## config.mk

```make
export PLATFORM = sky130hd
export DESIGN_NAME = monolith_axis_chunk_fifo_sif
export DESIGN_NICKNAME = d
export VERILOG_FILES = /design/src/rtl/monolith_axis_chunk_fifo_sif.sv
export SDC_FILE = /design/constraint.sdc
export NUM_CORES = 2
export LEC_CHECK = 0
export ABC_AREA = 1
export BUFFER_PORTS_ARGS = -buffer_cell sky130_fd_sc_hd__buf_2
export CORE_UTILIZATION = 45
export DETAILED_ROUTE_END_ITERATION = 8
export PLACE_DENSITY = 0.58
export SLEW_MARGIN = 10
export SYNTH_ARGS = -nofsm -noshare
export SYNTH_HDL_FRONTEND = slang
export SYNTH_SLANG_ARGS = --single-unit
```

## constraint.sdc

```tcl
create_clock -name S_AXIS_ACLK -period 4.9 [get_ports S_AXIS_ACLK]
set_input_delay 0.245 -clock S_AXIS_ACLK [delete_from_list [all_inputs] [get_ports S_AXIS_ACLK]]
set_output_delay 0.245 -clock S_AXIS_ACLK [all_outputs]
set_load 0.02 [all_outputs]
```

## src/rtl/monolith_axis_chunk_fifo_sif.sv

```systemverilog
// AXI4-Stream sink packing beats into fixed-size chunks, popped whole onto a parallel bus.
// Pop latency 1 cycle; TREADY drops only when every chunk slot is committed (full throughput otherwise).
module monolith_axis_chunk_fifo_sif #(
   parameter int FIFO_CHUNK_SIZE      = 16,
   parameter int FIFO_CHUNK_COUNT     = 4,
   parameter int C_S_AXIS_TDATA_WIDTH = 32,
   parameter bit TLAST_CLOSES_CHUNK   = 1'b1,
   parameter logic [C_S_AXIS_TDATA_WIDTH-1:0] PAD_VALUE = '0
) (
   input  logic                                                   S_AXIS_ACLK,
   input  logic                                                   S_AXIS_ARESETN,
   output logic                                                   S_AXIS_TREADY,
   input  logic [C_S_AXIS_TDATA_WIDTH-1:0]                        S_AXIS_TDATA,
   input  logic [C_S_AXIS_TDATA_WIDTH/8-1:0]                      S_AXIS_TSTRB,
   input  logic                                                   S_AXIS_TLAST,
   input  logic                                                   S_AXIS_TVALID,
   input  logic                                                   fifo_read_strobe,
   output logic [FIFO_CHUNK_SIZE-1:0][C_S_AXIS_TDATA_WIDTH-1:0]   fifo_out,
   output logic                                                   fifo_out_valid,
   output logic [$clog2(FIFO_CHUNK_SIZE):0]                       fifo_out_count,
   output logic                                                   fifo_out_last,
   output logic                                                   fifo_empty,
   output logic                                                   fifo_full,
   output logic [$clog2(FIFO_CHUNK_COUNT):0]                      fifo_level
);

   localparam int W      = C_S_AXIS_TDATA_WIDTH;
   localparam int STRB_W = W / 8;
   localparam int IDX_W  = $clog2(FIFO_CHUNK_SIZE);
   localparam int CNT_W  = IDX_W + 1;
   localparam int PTR_W  = $clog2(FIFO_CHUNK_COUNT) + 1;
   localparam int SEL_W  = PTR_W - 1;

   typedef logic [W-1:0] word_t;
   typedef struct packed {
      logic [CNT_W-1:0] cnt;
      logic             last;
   } meta_t;

   word_t mem_q  [FIFO_CHUNK_COUNT][FIFO_CHUNK_SIZE];
   meta_t meta_q [FIFO_CHUNK_COUNT];

   logic [PTR_W-1:0] wr_chunk_q, wr_chunk_d;
   logic [PTR_W-1:0] rd_chunk_q, rd_chunk_d;
   logic [IDX_W-1:0] wr_idx_q, wr_idx_d;
   logic             rdy_q;
   logic [FIFO_CHUNK_SIZE-1:0][W-1:0] out_dat_q, out_dat_d;
   logic             out_vld_q;
   logic [CNT_W-1:0] out_cnt_q;
   logic             out_last_q;

   logic [PTR_W-1:0] level;
   logic             full, empty;
   logic             beat_acc, commit, pop;
   word_t            beat_dat;
   meta_t            wr_meta, rd_meta;
   logic [SEL_W-1:0] wr_sel, rd_sel;

   assign level  = wr_chunk_q - rd_chunk_q;
   assign full   = (level == PTR_W'(FIFO_CHUNK_COUNT));
   assign empty  = (level == '0);
   assign wr_sel = wr_chunk_q[SEL_W-1:0];
   assign rd_sel = rd_chunk_q[SEL_W-1:0];

   // rdy_q keeps TREADY low in reset and for the first cycle after it; full is pointer-derived only.
   assign S_AXIS_TREADY = rdy_q && !full;
   assign beat_acc      = S_AXIS_TVALID && S_AXIS_TREADY;
   assign commit        = beat_acc && ((wr_idx_q == IDX_W'(FIFO_CHUNK_SIZE - 1)) ||
                                       (TLAST_CLOSES_CHUNK && S_AXIS_TLAST));
   assign pop           = fifo_read_strobe && !empty;

   always_comb begin
      beat_dat = '0;
      for (int b = 0; b < STRB_W; b++) begin
         beat_dat[8*b +: 8] = S_AXIS_TSTRB[b] ? S_AXIS_TDATA[8*b +: 8] : 8'h00;
      end
   end

   always_comb begin
      wr_meta.cnt  = CNT_W'(wr_idx_q) + CNT_W'(1);
      wr_meta.last = TLAST_CLOSES_CHUNK && S_AXIS_TLAST;
      rd_meta      = meta_q[rd_sel];
      out_dat_d    = '0;
      for (int i = 0; i < FIFO_CHUNK_SIZE; i++) begin
         out_dat_d[i] = (CNT_W'(i) < rd_meta.cnt) ? mem_q[rd_sel][i] : PAD_VALUE;
      end
   end

   always_comb begin
      wr_chunk_d = wr_chunk_q;
      rd_chunk_d = rd_chunk_q;
      wr_idx_d   = wr_idx_q;
      if (beat_acc) begin
         wr_idx_d = wr_idx_q + IDX_W'(1);
      end
      if (commit) begin
         wr_chunk_d = wr_chunk_q + PTR_W'(1);
         wr_idx_d   = '0;
      end
      if (pop) begin
         rd_chunk_d = rd_chunk_q + PTR_W'(1);
      end
   end

   // Storage is deliberately left unreset; metadata gates what is ever exposed.
   always_ff @(posedge S_AXIS_ACLK) begin
      if (beat_acc) begin
         mem_q[wr_sel][wr_idx_q] <= beat_dat;
      end
      if (commit) begin
         meta_q[wr_sel] <= wr_meta;
      end
   end

   always_ff @(posedge S_AXIS_ACLK or negedge S_AXIS_ARESETN) begin
      if (!S_AXIS_ARESETN) begin
         wr_chunk_q <= '0;
         rd_chunk_q <= '0;
         wr_idx_q   <= '0;
         rdy_q      <= 1'b0;
         out_dat_q  <= '0;
         out_vld_q  <= 1'b0;
         out_cnt_q  <= '0;
         out_last_q <= 1'b0;
      end else begin
         wr_chunk_q <= wr_chunk_d;
         rd_chunk_q <= rd_chunk_d;
         wr_idx_q   <= wr_idx_d;
         rdy_q      <= 1'b1;
         out_vld_q  <= pop;
         if (pop) begin
            out_dat_q  <= out_dat_d;
            out_cnt_q  <= rd_meta.cnt;
            out_last_q <= rd_meta.last;
         end
      end
   end

   assign fifo_out       = out_dat_q;
   assign fifo_out_valid = out_vld_q;
   assign fifo_out_count = out_cnt_q;
   assign fifo_out_last  = out_last_q;
   assign fifo_empty     = empty;
   assign fifo_full      = full;
   assign fifo_level     = level;

endmodule

```

==> flow_summary_export.csv <==
group,metric,value,unit
logic_synthesis,yosysTopAreaCell,"edfxtp_1",
route,ant_nets,0,
cts,cts_tree,"yes",
floorplan,core,217000,µm²
pwr,swShare,38.6,%
final_layout,fin_nets,8288,
route,vias,62807,
setup_path,end_kind,"register",
logic_synthesis,synth_seq_cells,2602,
pwr,seqPwrFrac,38.5,%
timing,finalCriticalPeriod,4.56,ns
pwr,p_int,44300,µW
route,viasPerCell,5.56,
setup_path,required,5.50,ns
cts,cts_resized,0,
pwr,power.total,72200,µW
setup_path,critical_path_class,"reg2reg",
cts,cts.sinks,2602,
timing,slew_headroom,5.85,%
pwr,power.share.clock,27.9,%
logic_synthesis,syn_avg_cell_area,12.7,µm²
logic_synthesis,synth_top_area_share,63.3,%
pwr,ir_drop,0.551,mV
pwr,p_per_area,638,nW/µm²
cts,numCtsBuffers,281,
placement,dpl.cell_count,10802,
logic_synthesis,yosysWarnings,0,
placement,gp_congestion,0.808,
floorplan,chipHeight,469,µm
floorplan,die_area,220000,µm²
setup_path,path_max_fanout,17,
timing,fin_crit_sh,93.0,%
job,drv_cap,0,
logic_synthesis,syn_inst,7722,
pwr,leakagePower,0.0428,µW
global_routing,grt-ovfl-total,0,
timing,drv_slew,0,
logic_synthesis,synth_nets,7774,
floorplan,start_util,45.3,%
cts,root_buffer,"clkbuf_16",
setup_path,cp.arrival,5.16,ns
timing,rsz0062_at_grt,"false",
global_routing,track_usage,25.2,%
timing,hold_viol,0,
pwr,switchingPower,27900,µW
final_layout,layout.cells.non_filler,11294,
floorplan,boundaryPins,566,
hold_path,hp-class,"in2async",
timing,clock.fmax,219,MHz
floorplan,rows,171,
timing,setup_viol,0,
cts,cts_setup_buffers,0,
placement,portBuffers,565,
logic_synthesis,yosys-top-cells-area,"edfxtp_1 (63%), dfrtp_1 (14%), nand2_1 (5.3%)",
final_layout,final_util,52.1,%
cts,clk_pin_slew_worst_paths,0.06,ns
global_routing,grt_max_degree,261,
logic_synthesis,synth_cell_types,29,
route,route.detailed.drc,0,
cts,clk_latency,0.93,ns
setup_path,setup.worst_path.start_class,"register",
pwr,combPwrFrac,33.6,%
global_routing,antenna_found_initial,13,
floorplan,die_w,469,µm
run_status,status,"finished, final reports clean",
cts,cts_htree_levels,5,
route,dr.first_iter.drc_count,6331,
route,wl_per_cell,25.0,µm
logic_synthesis,netlist_area,98200,µm²
timing,max_slew.worst_pin.slew,1.41,ns
global_routing,first_global_vias,60065,
final_layout,final_layout_size_suffix_gt1_share,14.7,%
logic_synthesis,yosysSeqAreaShare,76.8,%
route,totalWireLength,283000,µm
placement,hpwl,161000,µm
cts,cts_buffer_depth,4,
final_layout,areaGrowthSynthToFinish,15.2,%
timing,clock_skew,0.0588,ns
timing,setup_tns,0,ns
global_routing,grt_pass1_wl,410000,µm
route,drt_pass1_iterations,6,
synth_stat cells (all sizes together):
cell and count:
o21ai 1036, xor2 5, nor2 1211, nand3 309, o211ai 1, nand4 1
ha 10, o22ai 417, edfxtp 2072, a32o 32, nand2 1388, conb 1
inv 103, clkbuf 305, dfrtp 530, buf 200, fa 1, a21oi 96
clkinv 4
worst max-delay path, cell delays in order, from the launching register on:
cell,delay (ns)
dfrtp_4,0.53
ha_1,0.21
fa_1,0.42
inv_1,0.10
nand2_1,0.07
nand2_1,0.08
nand2_1,0.05
nand3_1,0.11
nand3_1,0.40
nor2_1,0.91
nand2_1,0.52
nor2_4,0.63
buf_12,0.24
cells in the final DEF (no fill, tap or decap), types with 63 or more instances in the layout:
cell          n
a21oi_1      96
buf_2       564
buf_4       147
clkbuf_1     63
clkbuf_16   291
dfrtp_1     528
edfxtp_1   2072
inv_1        64
nand2_1    1383
nand3_1     308
nor2_1     1141
o21ai_0    1034
o22ai_1     417
power groups by stage:
stage	Sequential (µW)	Clock [µW]	Combinational, µW
floorplan	30000	0	13100
global placement	28200	0	24100
detailed placement	28200	0	24300
CTS	27800	20400	24400
global route	28000	21300	26500
finish	27800	20100	24300
worst paths after layout:
| path | slack, ns | cells after the start | end | startpoint |
|---|---|---|---|---|
| setup / recovery | 0.34 | 12 | mem_q[0][323]$_DFFE_PP_ | rd_chunk_q[0]$_DFFE_PN0P_ |
| hold / removal | 0.05 | 2 | fifo_out[207]$_DFFE_PN0P_ | S_AXIS_ARESETN |
| setup reg to reg | 0.34 | 12 | mem_q[0][323]$_DFFE_PP_ | rd_chunk_q[0]$_DFFE_PN0P_ |
| hold reg to reg | 0.47 | 2 | fifo_out[196]$_DFFE_PN0P_ | fifo_out[196]$_DFFE_PN0P_ |
| max in group asynchronous | 3.62 | 3 | rd_chunk_q[0]$_DFFE_PN0P_ | S_AXIS_ARESETN |
| min in group S_AXIS_ACLK | 0.06 | 3 | mem_q[3][126]$_DFFE_PP_ | S_AXIS_TDATA[30] |
repair_timing:
action | CTS | global route
hold buffers | 5 | 0
hold endpoints to repair | 115 | 0
endpoints found under the setup margin | 0 | 0
registers in the layout (all words and copies together), names as in the netlist:
name	cells
fifo_out_last	1
mem_q	2048
rdy_q	1
fifo_out_valid	1
rd_chunk_q	3
wr_idx_q	4
wr_chunk_q	3
fifo_out	512
meta_q	24
fifo_out_count	5
routing by layer:
metal | GRT usage (%) | up-vias | part of all wire [%]
met4 | 8.95 | 0 | 3.5
met5 | 0 | - | 0
li1 | - | 28451 | -
met3 | 3.98 | 396 | 6.8
met1 | 35.8 | 31560 | 43
met2 | 39.5 | 2400 | 47
cell families after synthesis:
group           count (synthesis)  share of synthesized area [%]
fa+ha+maj                      11                          0.148
xor+xnor                        5                         0.0446
compound gates               1582                           8.77
flops                        2602                           76.8
other cells                     1                        0.00382
buf+inv                       612                           2.63
simple gates                 2909                           11.6
layout make-up:
cell class,instances,area [µm²]
fill,18422,104000
multi-input combinational,4508,20600
antenna,7,17.5
clock buffer,377,7820
inverter,107,424
clock inverter,103,802
sequential,2602,75500
timing repair buffer,736,4370
tap,2854,3570
through the flow:
stage / setup slack, ns / hold WS, ns / instance area (µm²)
6_report: 0.344 / 0.0495 / 113000
5_1_grt: 0.105 / 0.0835 / 113000
4_1_cts: 0.260 / 0.0198 / 113000
3_5_place_dp: 0.257 / 0.417 / 104000
3_3_place_gp: 0.330 / 0.410 / 104000
2_1_floorplan: 1.10 / -0.0506 / 98200
Note: power is estimated with default switching activity, not from simulation.
